### src/rtl/tcdm_rsp_buffer.sv
// Credit-based response buffer in front of one TCDM bank: reads issue only with a reserved slot.
// Optional TCDM_RSP_BYPASS_EN forwards a response straight through when the FIFO is empty.
module tcdm_rsp_buffer #(
    parameter int unsigned AddrWidth = 32,
    parameter int unsigned DataWidth = 32,
    parameter int unsigned IdWidth   = 1,
    parameter int unsigned Depth     = 2
) (
    input  logic                   clk_i,
    input  logic                   rst_i,
    input  logic                   in_req_i,
    output logic                   in_gnt_o,
    input  logic [AddrWidth-1:0]   in_add_i,
    input  logic                   in_wen_i,
    input  logic [DataWidth-1:0]   in_data_i,
    input  logic [DataWidth/8-1:0] in_be_i,
    input  logic [IdWidth-1:0]     in_id_i,
    output logic                   in_r_valid_o,
    input  logic                   in_r_ready_i,
    output logic [DataWidth-1:0]   in_r_data_o,
    output logic [IdWidth-1:0]     in_r_id_o,
    output logic                   out_req_o,
    input  logic                   out_gnt_i,
    output logic [AddrWidth-1:0]   out_add_o,
    output logic                   out_wen_o,
    output logic [DataWidth-1:0]   out_data_o,
    output logic [DataWidth/8-1:0] out_be_o,
    output logic [IdWidth-1:0]     out_id_o,
    input  logic                   out_r_valid_i,
    input  logic [DataWidth-1:0]   out_r_data_i,
    input  logic [IdWidth-1:0]     out_r_id_i
);
    localparam int unsigned CntWidth = $clog2(Depth + 1);
    localparam int unsigned PtrWidth = (Depth > 1) ? $clog2(Depth) : 1;

    logic [CntWidth-1:0] credit_q, credit_d, count_q, count_d;
    logic [PtrWidth-1:0] rd_ptr_q, rd_ptr_d, wr_ptr_q, wr_ptr_d;
    logic [DataWidth-1:0] data_q [Depth];
    logic [IdWidth-1:0]   id_q   [Depth];

    logic stall, rd_hs, pop, push, pop_fifo, fifo_empty, fifo_full;

    assign out_add_o  = in_add_i;
    assign out_wen_o  = in_wen_i;
    assign out_data_o = in_data_i;
    assign out_be_o   = in_be_i;
    assign out_id_o   = in_id_i;

    assign stall     = in_wen_i & (credit_q == '0);
    assign out_req_o = in_req_i & ~stall;
    assign in_gnt_o  = out_gnt_i & ~stall;

    assign fifo_empty = (count_q == '0);
    assign fifo_full  = (count_q == CntWidth'(Depth));

`ifdef TCDM_RSP_BYPASS_EN
    // An empty FIFO lets the bank response through combinationally; it is stored only if refused.
    assign in_r_valid_o = ~fifo_empty | out_r_valid_i;
    assign in_r_data_o  = fifo_empty ? out_r_data_i : data_q[rd_ptr_q];
    assign in_r_id_o    = fifo_empty ? out_r_id_i : id_q[rd_ptr_q];
    assign push         = out_r_valid_i & ~(fifo_empty & in_r_ready_i);
    assign pop_fifo     = ~fifo_empty & in_r_ready_i;
`else
    assign in_r_valid_o = ~fifo_empty;
    assign in_r_data_o  = data_q[rd_ptr_q];
    assign in_r_id_o    = id_q[rd_ptr_q];
    assign push         = out_r_valid_i;
    assign pop_fifo     = ~fifo_empty & in_r_ready_i;
`endif

    assign rd_hs = out_req_o & out_gnt_i & in_wen_i;
    assign pop   = in_r_valid_o & in_r_ready_i;

    always_comb begin
        credit_d = credit_q;
        unique case ({rd_hs, pop})
            2'b10:   credit_d = credit_q - CntWidth'(1);
            2'b01:   credit_d = credit_q + CntWidth'(1);
            default: credit_d = credit_q;
        endcase
    end

    always_comb begin
        count_d  = count_q;
        rd_ptr_d = rd_ptr_q;
        wr_ptr_d = wr_ptr_q;
        if (push && !pop_fifo) begin
            count_d = count_q + CntWidth'(1);
        end else if (pop_fifo && !push) begin
            count_d = count_q - CntWidth'(1);
        end
        if (push) begin
            wr_ptr_d = (wr_ptr_q == PtrWidth'(Depth - 1)) ? '0 : wr_ptr_q + PtrWidth'(1);
        end
        if (pop_fifo) begin
            rd_ptr_d = (rd_ptr_q == PtrWidth'(Depth - 1)) ? '0 : rd_ptr_q + PtrWidth'(1);
        end
    end

    always_ff @(posedge clk_i or posedge rst_i) begin
        if (rst_i) begin
            credit_q <= CntWidth'(Depth);
            count_q  <= '0;
            rd_ptr_q <= '0;
            wr_ptr_q <= '0;
            for (int i = 0; i < Depth; i++) begin
                data_q[i] <= '0;
                id_q[i]   <= '0;
            end
        end else begin
            credit_q <= credit_d;
            count_q  <= count_d;
            rd_ptr_q <= rd_ptr_d;
            wr_ptr_q <= wr_ptr_d;
            if (push) begin
                data_q[wr_ptr_q] <= out_r_data_i;
                id_q[wr_ptr_q]   <= out_r_id_i;
            end
        end
    end

`ifndef SYNTHESIS
    // Credits guarantee a slot for every response; a response into a full FIFO is a protocol bug.
    rsp_into_full: assert property (@(posedge clk_i) disable iff (rst_i)
        !(out_r_valid_i && fifo_full));
`endif

endmodule

### config.mk
export PLATFORM = sky130hd
export DESIGN_NAME = tcdm_rsp_buffer
export DESIGN_NICKNAME = d
export VERILOG_FILES = /design/src/rtl/tcdm_rsp_buffer.sv
export SDC_FILE = /design/constraint.sdc
export NUM_CORES = 1
export LEC_CHECK = 0
export ABC_AREA = 1
export ABC_CLOCK_PERIOD_IN_PS = 2400
export CAP_MARGIN = 20
export CORE_MARGIN = 5
export CORE_UTILIZATION = 35
export DETAILED_ROUTE_END_ITERATION = 7
export MAX_ROUTING_LAYER = met4
export PLACE_DENSITY_LB_ADDON = 0.2
export SETUP_SLACK_MARGIN = 0.1
export SLEW_MARGIN = 15
export SYNTH_ARGS = -nofsm -noshare
export SYNTH_HDL_FRONTEND = slang
export SYNTH_SLANG_ARGS = --single-unit
### constraint.sdc
create_clock -name clk_i -period 2.4 [get_ports clk_i]
set_input_delay 0.48 -clock clk_i [delete_from_list [all_inputs] [get_ports clk_i]]
set_output_delay 0.48 -clock clk_i [all_outputs]
set_load 0.005 [all_outputs]
Word-level counts from Yosys, hierarchy flattened. Index checks and enable logic that the tools add are counted.

Register bits: 72. Bits of input ports: 109.

Multiplexer cells: 17. Bitwise gates (word level): 10. Equal/unequal tests: 2. Add/subtract/negate cells: 6. $lt $le $gt $ge: 3. Reductions and logical operators: 9.

Operators with widths (count): $mux W32 (4); $bwmux W64 (1); $demux W32 S1 (1); $and A1 B1 Y1 (6); $mux W1 (6); $add A2 B1 Y2 const B (2); $ge A2 B2 Y1 const B (2); $logic_not A2 Y1 (2); $mux W2 (2); $not A1 Y2 (2); $pmux W2 S2 (1); $reduce_bool A2 Y1 (2); $sub A2 B1 Y2 const B (2); $logic_and A1 B1 Y1 (3); $add A1 B1 Y1 const B (2); $bwmux W2 (1); $eq A2 B1 Y1 const B (1); $eq A2 B2 Y1 const B (1); $logic_not A1 Y1 (2); $lt A2 B1 Y1 const B (1); $not A1 Y1 (2); $demux W1 S1 (1).

Longest topological paths before layout. Gate-level depths: netlist of the first run.

Word-level depth: 8. Mapped depth: 10.

Worst setup path before layout of the first run. OpenSTA, ideal clock, no wires.

Path type: reg2out. Start point: reg rd_ptr_q. End point: out in_r_data_o[0]. Data required time: 1920 ps. Slack: 1043 ps. Arrival: 877 ps. Cell stages (with the launch flop): 6. Path buffers: 2. Cells stage by stage: dfrtp_1 > buf_2 > clkinv_1 > buf_2 > nand2_1 > nand2_1.

Word-level cells in the longest chain between the ends: 4.

RTL lines: from (decl) (line 37) `logic [PtrWidth-1:0] rd_ptr_q, rd_ptr_d, wr_ptr_q, wr_ptr_d;`; from (signal assigned) (line 113) `rd_ptr_q <= rd_ptr_d;`; $not A1 Y2 (not written as such) (line 65) `assign in_r_data_o = data_q[rd_ptr_q];`; $mux W32 (not written as such) (3 in a row) (line 65); to (decl) (line 20) `output logic [DataWidth-1:0] in_r_data_o,`.

Every way passes these cells. The select of a mux whose other input is x is not followed.

Final worst setup path of the first run.
Start point: reg rd_ptr_q. End point: out in_r_data_o[31].

Same word-level chain as after synthesis.

==> impl_results.md, run 1 <==
* Worst EP required at 1.92 ns
* Largest net degree at the start of global routing at 68
* Hold Vio Cnt, Final at 0
* RSZ-0062 raised after global routing: no
* Delay-heaviest family, CP: buffers and inverters
* Hold WS at roughly 0.48 ns
* Slew @ Worst Pin at ~0.77 ns
* Post-CTS setup buffers at 0
* Startpoint types: flip-flop
* Post-DRT Antenna Nets at 0
* Diode count at 0
* Number of max-cap violations at 0
* Chip width at between 100 and 150 um
* Mapped Avg Cell Area at between 7 and 8 um2
* Slew Viols, Final at 0
* Syn. warnings at 0
* Initial DRC count at ~120
* Sequential cell area at 1803 um2
* CP bufs+invs at 3
* Post-synthesis sequential area ratio at 0.4810
* Post-synth EDFFs at 0
* # nets final at approximately 590
* Synthesized cell area at between 3000 and 4000 um2
* Final period utilization at 0.9135
* Initial Utilization at 0.3615
* Async SR Flop Fraction at 1.000
* DRC Markers at 0
* Antenna violations before repair at 0
* Worst Path Max Fanout at 19
* CP Launch Point: rd_ptr_q
* Worst Skew at ~0.0067 ns
* Most Frequent Cell on Critical Path: nand2_1
* Leading area contributor after synthesis: dfrtp_1
* Vias at between 2000 and 3000
* Die Y at between 100 and 150 um
* CTS buffer count at 9
* Peak supply drop at 0.3538 mV
* Number of port buffers at 76
* Ports at between 200 and 250
* GRT Residual Overflow at 0
* Relative slew slack at 0.4896
* Core Area at just over 10000 um2
* Reg-to-reg startpoint: count_q[0]
* RePlAce Congestion at about 0.77
* Critical-path cell list: clkinv_1, buf_8, nand2_1, nand2_1, clkdlybuf4s50_1
* Hold WC Path Type: flip-flop to flip-flop
* Wire per inst at about 14 um
* Num Clock Sinks at 72
* Syn Nets at 581
* Hpwl dp at about 6300 um
* Resized cells post-CTS at 0
* Area share of the largest cell type after synthesis at 0.4740
* Final setup violation count at 0
* Area grow syn2layout at 16.79%
* Rows at 37
* First-pass GRT wire length at between 10000 and 15000 um
* Tot GR Track Use at 0.1423
* Vias in the first global route at between 2000 and 3000
* Area of the multi-input gates at 1124 um2
* Post-synth top flop: dfrtp_1
* Status: finished, final reports clean
* Synth area leaders: dfrtp_1, nand2_1, buf_4
* CTS tree: built
* Hold path start: credit_q[1]
* Crit path arrival time at about 1.7 ns
* Clk root buf: clkbuf_8
* Fill cell count at around 1100
* Post-Route WL at 8742 um
* Routed vias/inst at about 4.4
* Max Root-Sink Buffers at 2
* # hold bufs at CTS at 0
* Critical path class: flip-flop to output port
* Cells after Synth at 470
* Setup TNS at 0 ns
* Post-layout minimum cycle time at roughly 2.2 ns
* Cell area power density at approximately 1000 nW/um2
* Post-synth cell types at 19
* Die area at ~13000 um2
* Layout cells sized above 1 at 0.06667
* CP max-delay cell: clkdlybuf4s50_1
* Leak at roughly 2.2 nW
* Clk slew on worst S/H paths at about 0.080 ns
* Register bit total from synthesis at between 70 and 80
* Number of H-tree levels at 3
* Critical path endpoint category: output port
* Fmax at 0.4561 GHz
* Worst-skew pair later-pin latency at between 0.3 and 0.4 ns
* Critical path's largest stage delay at between 0.5 and 0.6 ns
* DRT Pass-1 Iters at 4
==> placed cells by master (no fill, tap or decap) <==
cell type	n
buf_6	2
clkinvlp_4	1
or2_4	1
ha_1	2
bufinv_16	3
nand2_2	1
nand3_1	2
buf_4	5
xnor2_1	2
clkinv_1	1
o21ai_0	36
buf_8	1
o21ai_1	26
clkbuf_8	10
dfstp_2	1
dfrtp_1	71
buf_12	1
nand4_1	3
clkinv_4	1
inv_1	45
o21ai_2	4
a31oi_1	2
clkbuf_1	1
clkdlybuf4s50_1	76
clkinv_2	1
nand2_1	181
==> synthesized netlist by cell type (3+ instances only) <==
cell,number
buf_2,10
buf_4,70
buf_6,4
clkbuf_1,6
dfrtp_1,71
inv_1,46
nand2_1,182
nand4_1,3
o21ai_0,36
o21ai_1,26
o21ai_2,4
==> metal layers <==
metal / up-vias / GRT usage / share of wire
met1: 1211 / 0.1636 / 0.42
met3: 44 / 0.03130 / 0.066
met2: 101 / 0.2250 / 0.46
met4: 0 / 0.09054 / 0.049
li1: 1374 / - / -
met5: - / - / 0
==> metrics by stage <==
stage,total power [mW],std cells,setup slack [ns],cell area (um2),utilization
3_5_place_dp,3.426,600,0.2340,4118,0.3971
2_1_floorplan,2.612,470,1.043,3752,-
6_report,4.571,616,0.2075,4378,0.4222
4_1_cts,4.630,616,0.1310,4363,0.4207
5_1_grt,4.904,616,0.1082,4378,0.4222
3_3_place_gp,3.399,600,0.2421,4118,0.3971
==> flip-flops by register name, indices dropped and copies added, names as in the netlist <==
| name | flops |
|---|---|
| data_q | 64 |
| wr_ptr_q | 1 |
| id_q | 2 |
| rd_ptr_q | 1 |
| credit_q | 2 |
| count_q | 2 |
==> worst register-to-register path: cells and delay by family, from the launching register on <==
kind          cells  cell delay (ns)
flops             1             0.41
simple gates      5             0.37
fa+ha+maj         1             0.32
buf+inv           3             0.26
==> layout make-up <==
cell class	instances	share of cell area
sequential	72	0.4118
multi-input combinational	260	0.2566
timing repair buffer	85	0.1955
inverter	47	0.04115
tap	136	0.03887
clock buffer	11	0.03230
clock inverter	5	0.02372
==> cells by family after synthesis <==
logic type	synth area share
AO/OA/AOI/OAI	0.09546
XOR/XNOR	0.004674
adder cells (fa/ha/maj)	0.006675
buffers and inverters	0.2200
flip-flops	0.4810
AND/OR/NAND/NOR	0.1923
==> final timing paths <==
| check | end | slack [ns] | cells after the start |
|---|---|---|---|
| worst max-delay path | in_r_data_o[31] | 0.21 | 5 |
| worst min-delay path | credit_q[1] | 0.48 | 2 |
| worst max register to register | credit_q[1] | 0.98 | 9 |
| worst min register to register | credit_q[1] | 0.48 | 2 |
| max in group asynchronous | data_q[37] | 1.26 | 3 |
| min in group asynchronous | data_q[45] | 0.56 | 2 |
==> where the power goes <==
group | switching [mW] | internal (mW) | leakage, nW
logic | 0.850 | 0.880 | 1.20
registers | 0.156 | 1.51 | 0.885
clock network | 0.455 | 0.720 | 0.124
Power figures use the tool's default switching activity.
==> run 2, diff against run 1 <==
- SKIP_CTS_REPAIR_TIMING: not set -> 1
==> results of run 2 <==
Same layout as run 1: the final DEF is identical, and so are final timing and power.
==> run 3, diff against run 2 <==
- CTS_CLUSTER_DIAMETER: not set -> 200
- GPL_ROUTABILITY_DRIVEN: not set -> 1
==> results of run 3 <==
Same layout as run 1: the final DEF is identical, and so are final timing and power.
